### src/rtl/seq_mul32_pkg.sv
// ---------------------------------------------------------------------------
// seq_mul32_pkg
// Shared definitions for the sequential shift-and-add multiplier:
//   - DEFAULT_WIDTH : operand width used when the top is not overridden
//   - state_e       : controller states (IDLE, BUSY, DONE)
// ---------------------------------------------------------------------------
package seq_mul32_pkg;

    localparam int DEFAULT_WIDTH = 32;

    typedef enum logic [1:0] {
        IDLE = 2'd0,
        BUSY = 2'd1,
        DONE = 2'd2
    } state_e;

endpackage

### src/rtl/adder_w.sv
// ---------------------------------------------------------------------------
// adder_w
// WIDTH-bit unsigned adder built as a ripple of 4-bit carry-lookahead slices.
// WIDTH must be a multiple of 4.
//
// Ports:
//   a_i    [WIDTH-1:0]  first operand
//   b_i    [WIDTH-1:0]  second operand
//   cin_i               carry into the least significant slice
//   sum_o  [WIDTH-1:0]  sum bits
//   cout_o              carry out of the most significant slice
// ---------------------------------------------------------------------------
module adder_w #(
    parameter int WIDTH = 32
) (
    input  logic [WIDTH-1:0] a_i,
    input  logic [WIDTH-1:0] b_i,
    input  logic             cin_i,
    output logic [WIDTH-1:0] sum_o,
    output logic             cout_o
);

    localparam int NSLICE = WIDTH / 4;

    // Carry between slices; carry[0] is the adder carry-in.
    logic [NSLICE:0] carry;

    assign carry[0] = cin_i;
    assign cout_o   = carry[NSLICE];

    // Each slice computes its internal carries directly from generate and
    // propagate terms, so only the slice-to-slice carry ripples.
    for (genvar s = 0; s < NSLICE; s++) begin : g_slice
        logic [3:0] g;
        logic [3:0] p;
        logic [3:0] c;

        assign g = a_i[4*s +: 4] & b_i[4*s +: 4];
        assign p = a_i[4*s +: 4] ^ b_i[4*s +: 4];

        assign c[0] = carry[s];
        assign c[1] = g[0] | (p[0] & carry[s]);
        assign c[2] = g[1] | (p[1] & g[0]) | (p[1] & p[0] & carry[s]);
        assign c[3] = g[2] | (p[2] & g[1]) | (p[2] & p[1] & g[0])
                    | (p[2] & p[1] & p[0] & carry[s]);
        assign carry[s+1] = g[3] | (p[3] & g[2]) | (p[3] & p[2] & g[1])
                          | (p[3] & p[2] & p[1] & g[0])
                          | (p[3] & p[2] & p[1] & p[0] & carry[s]);

        assign sum_o[4*s +: 4] = p ^ c;
    end

endmodule

### src/rtl/seq_mul32.sv
// ---------------------------------------------------------------------------
// seq_mul32
// Sequential unsigned multiplier, radix-2 shift-and-add, fixed latency of
// WIDTH cycles from operand acceptance to out_valid.
//
// Parameters:
//   WIDTH  operand width, multiple of 4 between 4 and 32
//
// Ports:
//   clk                     rising-edge clock
//   rst_n                   asynchronous active-low reset
//   in_valid  / in_ready    operand handshake (ready only in IDLE)
//   x, y      [WIDTH-1:0]   multiplicand / multiplier, sampled on accept
//   abort                   synchronous cancel of the current operation
//   out_valid / out_ready   result handshake (valid only in DONE)
//   product   [2*WIDTH-1:0] x*y while in DONE, 0 while in IDLE
// ---------------------------------------------------------------------------
module seq_mul32
    import seq_mul32_pkg::*;
#(
    parameter int WIDTH = DEFAULT_WIDTH
) (
    input  logic                 clk,
    input  logic                 rst_n,
    input  logic                 in_valid,
    output logic                 in_ready,
    input  logic [WIDTH-1:0]     x,
    input  logic [WIDTH-1:0]     y,
    input  logic                 abort,
    output logic                 out_valid,
    input  logic                 out_ready,
    output logic [2*WIDTH-1:0]   product
);

    // One extra bit so the counter can represent WIDTH without wrapping.
    localparam int               CW   = $clog2(WIDTH) + 1;
    localparam logic [CW-1:0]    LAST = CW'(WIDTH - 1);

    state_e                 state_q,     state_d;
    logic [2*WIDTH-1:0]     acc_q,       acc_d;
    logic [WIDTH-1:0]       mcand_q,     mcand_d;
    logic [CW-1:0]          cnt_q,       cnt_d;
    logic                   in_ready_q,  in_ready_d;
    logic                   out_valid_q, out_valid_d;

    logic [WIDTH-1:0]       addend;
    logic [WIDTH-1:0]       sum_hi;
    logic                   sum_c;

    // The multiplicand is added only when the current multiplier bit is set.
    assign addend = acc_q[0] ? mcand_q : '0;

    adder_w #(
        .WIDTH (WIDTH)
    ) u_adder (
        .a_i    (acc_q[2*WIDTH-1:WIDTH]),
        .b_i    (addend),
        .cin_i  (1'b0),
        .sum_o  (sum_hi),
        .cout_o (sum_c)
    );

    // Next-state logic. The accumulator is cleared whenever the controller
    // returns to IDLE, so the product output can be driven straight from it
    // and still read zero while idle.
    always_comb begin
        state_d     = state_q;
        acc_d       = acc_q;
        mcand_d     = mcand_q;
        cnt_d       = cnt_q;
        in_ready_d  = in_ready_q;
        out_valid_d = out_valid_q;

        case (state_q)
            IDLE: begin
                if (in_valid && !abort) begin
                    state_d    = BUSY;
                    mcand_d    = x;
                    acc_d      = {{WIDTH{1'b0}}, y};
                    cnt_d      = '0;
                    in_ready_d = 1'b0;
                end
            end

            BUSY: begin
                if (abort) begin
                    state_d     = IDLE;
                    acc_d       = '0;
                    mcand_d     = '0;
                    cnt_d       = '0;
                    in_ready_d  = 1'b1;
                    out_valid_d = 1'b0;
                end else begin
                    // Carry is kept as the new top bit so nothing is lost.
                    acc_d = {sum_c, sum_hi, acc_q[WIDTH-1:1]};
                    cnt_d = cnt_q + CW'(1);
                    if (cnt_q == LAST) begin
                        state_d     = DONE;
                        out_valid_d = 1'b1;
                    end
                end
            end

            DONE: begin
                if (abort || out_ready) begin
                    state_d     = IDLE;
                    acc_d       = '0;
                    mcand_d     = '0;
                    cnt_d       = '0;
                    in_ready_d  = 1'b1;
                    out_valid_d = 1'b0;
                end
            end

            default: begin
                state_d     = IDLE;
                acc_d       = '0;
                mcand_d     = '0;
                cnt_d       = '0;
                in_ready_d  = 1'b1;
                out_valid_d = 1'b0;
            end
        endcase
    end

    // State and registered handshake outputs.
    always_ff @(posedge clk or negedge rst_n) begin
        if (!rst_n) begin
            state_q     <= IDLE;
            acc_q       <= '0;
            mcand_q     <= '0;
            cnt_q       <= '0;
            in_ready_q  <= 1'b1;
            out_valid_q <= 1'b0;
        end else begin
            state_q     <= state_d;
            acc_q       <= acc_d;
            mcand_q     <= mcand_d;
            cnt_q       <= cnt_d;
            in_ready_q  <= in_ready_d;
            out_valid_q <= out_valid_d;
        end
    end

    assign in_ready  = in_ready_q;
    assign out_valid = out_valid_q;
    assign product   = acc_q;

endmodule

### config.mk
export PLATFORM = sky130hd
export DESIGN_NAME = seq_mul32
export DESIGN_NICKNAME = d
export VERILOG_FILES = /design/src/rtl/seq_mul32_pkg.sv /design/src/rtl/adder_w.sv /design/src/rtl/seq_mul32.sv
export SDC_FILE = /design/constraint.sdc
export NUM_CORES = 1
export LEC_CHECK = 0
export ABC_AREA = 1
export ABC_CLOCK_PERIOD_IN_PS = 2740
export BUFFER_PORTS_ARGS = -buffer_cell sky130_fd_sc_hd__buf_2
export CAP_MARGIN = 10
export CORE_ASPECT_RATIO = 0.9
export CORE_MARGIN = 10
export CORE_UTILIZATION = 35
export DETAILED_ROUTE_END_ITERATION = 10
export MAX_ROUTING_LAYER = met4
export SYNTH_ARGS = -nofsm -noshare
export SYNTH_HDL_FRONTEND = slang
export SYNTH_SLANG_ARGS = --single-unit
### constraint.sdc
create_clock -name clk -period 2.74 [get_ports clk]
set_input_delay 0.274 -clock clk [delete_from_list [all_inputs] [get_ports clk]]
set_output_delay 0.274 -clock clk [all_outputs]
set_load 0.02 [all_outputs]
## Word level (Yosys, flattened, before mapping)

Index checks and enable logic that the tools add are counted.

| storage, ports and cells | value |
|---|---|
| logic and storage cells | 270 |
| memories kept | 0 |
| bits in registers | 106 |
| RAM bits | 0 |
| bits in read-only memories | 0 |
| bits of input ports | 69 |
| bits in latches | 0 |

| cells by class | value |
|---|---|
| equality and inequality tests | 7 |
| divide/modulo/power cells | 0 |
| magnitude comparators | 0 |
| multipliers | 0 |
| shift-type cells | 0 |
| bitwise gates (word level) | 222 |
| muxes and demuxes | 26 |
| reductions and logical operators | 8 |
| add/sub/neg operators | 1 |

Operators by type and width:

| kind | number |
|---|---|
| $mux 64 | 3 |
| $pmux 64 s3 | 1 |
| $mux 32 | 4 |
| $and 1x1->1 | 121 |
| $pmux 32 s3 | 1 |
| $or 1x1->1 | 76 |
| $xor 4x4->4 | 16 |
| $and 4x4->4 | 8 |
| $mux 6 | 3 |
| $pmux 6 s3 | 1 |
| $reduce_and 3->1 | 3 |
| $mux 2 | 4 |
| $add 6x1->6 const B | 1 |
| $eq 6x5->1 const B | 1 |
| $mux 1 | 6 |
| $ne 2x2->1 const B | 3 |
| $pmux 1 s3 | 2 |
| $pmux 2 s3 | 1 |
| $ne 3x3->1 const B | 1 |
| $eq 2x1->1 const B | 1 |
| $eq 2x2->1 const B | 1 |
| $logic_not 2->1 | 1 |
| $reduce_and 2->1 | 1 |
| $logic_and 1x1->1 | 1 |
| 3 further kinds | 3 |

## Depth between registers and ports, before layout

| depth | value |
|---|---|
| depth after elaboration | 23 |
| mapped depth | 26 |

## Cells and area by module

From an unflattened synthesis, not the netlist that was laid out.

| unflattened totals | value |
|---|---|
| cells, all modules | 806 |
| area total of the unflattened synthesis | 6314.8 sq um |

By module, submodules not included:

| module | seq. area each (sq um) | cells an instance | instances | area each (sq um) |
|---|---|---|---|---|
| seq_mul32 | 2653.8 | 621 | 1 | 4956.0 |
| adder_w | 0.0 | 185 | 1 | 1358.8 |

## Worst setup path after synthesis

OpenSTA, ideal clock, no wires.

| timing path | value |
|---|---|
| path type | flip-flop to flip-flop |
| from | reg acc_q[0], in the netlist product[0] |
| to | reg acc_q[59], in the netlist product[59] |
| path buffers | 2 |
| data arrival time | 3045 ps |
| clock period less this slack | 3166 ps |
| path slack | -426 ps |
| cell stages (with the launch flop) | 23 |
| cell sequence | dfrtp_1 clkbuf_1 clkbuf_1 nand2_1 inv_1 ha_1 or2_0 nand2_1 nand2_2 nand2_2 nand2_4 nand2_4 nand2_4 nand2_4 nand2_4 nand2_4 nand2_4 nand2_4 nand2_4 nand2_4 nand2_4 fa_1 a22o_1 |

| on the way | value |
|---|---|
| cells in the longest elaborated chain, start to end | 21 |
| elaborated cells between the ends (all ways) | 93 |
| classes of those cells | mux (3); bitwise (90) |

Ends and longest elaborated chain:

| element | line | RTL |
|---|---|---|
| start, declared | seq_mul32.sv:40 | `logic [2*WIDTH-1:0] acc_q, acc_d;` |
| start signal, assigned | seq_mul32.sv:130 | `acc_q <= '0;` |
| start signal, assigned | seq_mul32.sv:137 | `acc_q <= acc_d;` |
| $mux 32 * | seq_mul32.sv:51 | `assign addend = acc_q[0] ? mcand_q : '0;` |
| $xor 4x4->4 / $and 4x4->4 (equally long branches) | adder_w.sv:39, adder_w.sv:38 |  |
| $and 1x1->1, on equally long branches | adder_w.sv:46, adder_w.sv:47 |  |
| $or 1x1->1, or another cell as far along | adder_w.sv:46 | `assign carry[s+1] = g[3] \| (p[3] & g[2]) \| (p[3] & p[2] & g[1])` |
| $or 1x1->1 / $and 1x1->1 (equally long branches) | adder_w.sv:46, adder_w.sv:47 |  |
| $or 1x1->1 | adder_w.sv:47 | `\| (p[3] & p[2] & p[1] & g[0])` |
| $and 1x1->1 | adder_w.sv:48 | `\| (p[3] & p[2] & p[1] & p[0] & carry[s]);` |
| $or 1x1->1 | adder_w.sv:48 |  |
| (+5 left out) | -- |  |
| $or 1x1->1 | adder_w.sv:48 |  |
| $and 1x1->1 | adder_w.sv:48 |  |
| $or 1x1->1 | adder_w.sv:48 |  |
| $and 1x1->1 | adder_w.sv:48 |  |
| $or 1x1->1 | adder_w.sv:48 |  |
| $xor 4x4->4 * | adder_w.sv:50 | `assign sum_o[4*s +: 4] = p ^ c;` |
| $mux 64 * | seq_mul32.sv:86 | `if (abort) begin` |
| $pmux 64 s3 * | seq_mul32.sv:74 | `case (state_q)` |

Mark *: on every way between the ends. The rest lies on a longest branch, timed or not.
A chain may end at the register's enable or synchronous reset.

## Worst setup path in the final report

Same ends and word-level chain as after synthesis.

==> impl_metrics.tcl <==
set metrics [dict create \
    crit_chain "buf_6 > nand2_2 > inv_2 > ha_4 > or2_0 > nand2_1 > nand2_2 > nand2_2 > nand2_4 > nand2_4 > nand2_4 > nand2_4 > nand2_4 > nand2_4 > nand2_4 > nand2_4 > nand2_4 > nand2_4 > nand2_4 > fa_1 > a22o_1" \
    yosysWarnings 0 \
    p_leak_nw 4.14 \
    min_period_over_period 1.01 \
    hold-worst-slack_ps 145 \
    cts_buffer_depth 2 \
    setup.worst_path.class "reg -> reg" \
    drtAntennaViolNets 0 \
    slowest_delay_ps 470 \
    grt_max_degree 66 \
    period_minus_slack_ps 2760 \
    setup.worst_path.end_class "flop" \
    max_freq_ghz 0.363 \
    cp_slowest_cell "dfrtp_2" \
    die_w_microns 157 \
    rows 44 \
    cp_common_cell "nand2_4" \
    syn_inst 698 \
    setup_slack_ps -17.2 \
    worstHoldPathType "in -> reg" \
    violations "negative setup slack" \
    drc_errors 0 \
    cts_tree "built" \
    io_pins 135 \
    crit_fanout 5 \
    drv_cap 0 \
    path_delay_family "simple AND/OR/NAND/NOR gates" \
    dp_hpwl_mm 11.5 \
    start_util 0.361 \
    gr-total-overflow 0 \
    required_ps 2980 \
    cp-start-kind "flop" \
    synth-async-reset-ratio 1.00 \
    finalSetupViolCount 1 \
    viasPerCell 4.91 \
    ys_seq_elements 106 \
    slew_violations 0 \
    core_region_area_sq_um 16400 \
    critPathBufInv 2 \
    clkTransAtPathRegs_ps 70 \
    rsz0062_at_grt "true" \
    p_per_area_nw_per_um2 930 \
    status "finished, violations left" \
    final_area_sq_um 7440 \
    max_slew_margin 0.520 \
    syn_nets 808 \
    first_pass_iters 5 \
    grtUsageTotal 0.155 \
    netlist_area_sq_um 5900 \
    drtIter0Drc 272 \
    die_h_microns 143 \
    root_buffer "clkbuf_16" \
    ys_types 37 \
    placed_cell_area_sq_um 6970 \
    grt_pass1_vias 5291 \
    syn_area_per_cell_sq_um 8.45 \
    portBuffers 134 \
    drive_gt1_frac 0.272 \
    via_count 5197 \
    synth_ff_type "dfrtp_1" \
    hold_violations 0 \
    dieArea_sq_um 22500 \
    routed_wl_mm 16.4 \
    arrival_ps 3000 \
    worst_pin_slew_ps 720 \
    insertion_delay_ps 350 \
    place_worst_setup_slack_ps -133 \
    place.gp.congestion 0.820 \
    skew_ps 7.68 \
    nets 953 \
    placed_cells 1026 \
    clock-sinks 106 \
    cts_buffers 9 \
    area_growth_pct 26.1 \
    wl_per_cell_microns 15.5 \
    final_cell_count_no_fill 1059 \
    htreeDepth 3 \
    antenna_found_initial 4 \
    grt_first_pass_wirelength_mm 27.3 \
    ir_worst_vdd_v 0.000481 \
    synth_edf_count 0 \
    synth_seq_area_share 0.450 \
]
==> final timing paths <==
check | to | cells past startpoint | slack [ps] | start
max in group asynchronous | product[42] | 3 | 1520 | rst_n
max | product[59] | 21 | -20 | product[0]
min reg2reg | product[30] | 2 | 510 | product[30]
max reg2reg | product[59] | 21 | -20 | product[0]
min in group asynchronous | mcand_q[22] | 2 | 510 | rst_n
min | mcand_q[31] | 3 | 140 | x[31]
==> worst register-to-register path: cells and delay by family, from the launching register on <==
family                   cells  cell delay [ps]
AND/OR/NAND/NOR             16             1130
AO/OA/AOI/OAI                1              210
adder cells (fa/ha/maj)      2              670
buffers and inverters        2              180
flip-flops                   1              470
==> Yosys cell counts (9+ instances only) <==
cell type	count	area share
dfrtp_1	105	0.45
clkbuf_1	31	0.020
xnor2_1	9	0.013
nand2_1	172	0.11
ha_1	33	0.070
a22o_1	9	0.013
inv_1	61	0.039
nand3_1	52	0.044
nor2_1	26	0.017
nand2_4	12	0.023
a22oi_1	32	0.041
a21oi_1	19	0.016
o21ai_0	87	0.074
==> sequential cells by signal, indices dropped and copies added (netlist names) <==
register and count:
cnt_q 6, in_ready 1, mcand_q 32, out_valid 1, product 64, state_q 2
==> placed cells by master (no fill, tap or decap), types with 18 or more instances in the layout <==
| master | Yosys | final |
|---|---|---|
| nand3_1 | 52 | 50 |
| buf_2 | 2 | 133 |
| nor2_1 | 26 | 21 |
| dfrtp_1 | 105 | 104 |
| ha_1 | 33 | 29 |
| buf_4 | 0 | 32 |
| o21ai_0 | 87 | 83 |
| inv_1 | 61 | 59 |
| a22oi_1 | 32 | 32 |
| nand2_1 | 172 | 169 |
| a21oi_1 | 19 | 18 |
==> layer usage <==
layer  wire (microns)  vias up  GRT usage
li1                 -     2633          -
met1             8090     2429      0.203
met2             6920      128      0.222
met3             1280        7     0.0577
met4               96        0     0.0377
met5                0        -          -
==> repair_timing <==
item	4_1_cts	5_1_grt
endpoints found under the setup margin	6	7
pin swaps	5	11
hold buffers	1	0
hold endpoints to repair	46	0
buffers inserted	6	6
gates resized for setup	10	10
==> where the power goes <==
group	switching [mW]	leakage [nW]	total [mW]	internal, mW
Combinational	2.06	2.60	3.16	1.11
Clock	0.597	0.142	1.27	0.670
Sequential	0.409	1.40	2.49	2.08
Total	3.07	4.14	6.92	3.85
==> layout make-up <==
cell class / instances / area [sq um]
antenna: 4 / 10.0
clock buffer: 11 / 253
clock inverter: 5 / 38.8
fill: 1630 / 8910
inverter: 62 / 233
multi-input combinational: 492 / 2990
sequential: 106 / 2660
tap: 207 / 259
timing repair buffer: 172 / 1000
==> cell families (layout without fill, tap and decap cells) <==
| kind of cell | after synthesis | after routing | share of synthesized area |
|---|---|---|---|
| simple gates | 281 | 281 | 0.214 |
| compound gates | 160 | 160 | 0.160 |
| flops | 106 | 106 | 0.450 |
| buf+inv | 100 | 250 | 0.0640 |
| fa+ha+maj | 41 | 41 | 0.0971 |
| xor+xnor | 9 | 9 | 0.0134 |
| mux | 1 | 1 | 0.00191 |
| other cells | 0 | 4 | 0 |
==> metrics by stage <==
stage | TNS, ps | util | total power, mW
2_1_floorplan | -222 | - | 4.49
3_3_place_gp | -31.9 | 0.426 | 5.58
6_report | -17.2 | 0.455 | 6.92
4_1_cts | -33.4 | 0.450 | 6.98
3_5_place_dp | -290 | 0.426 | 5.61
5_1_grt | -794 | 0.455 | 7.53
Power figures use the tool's default switching activity.
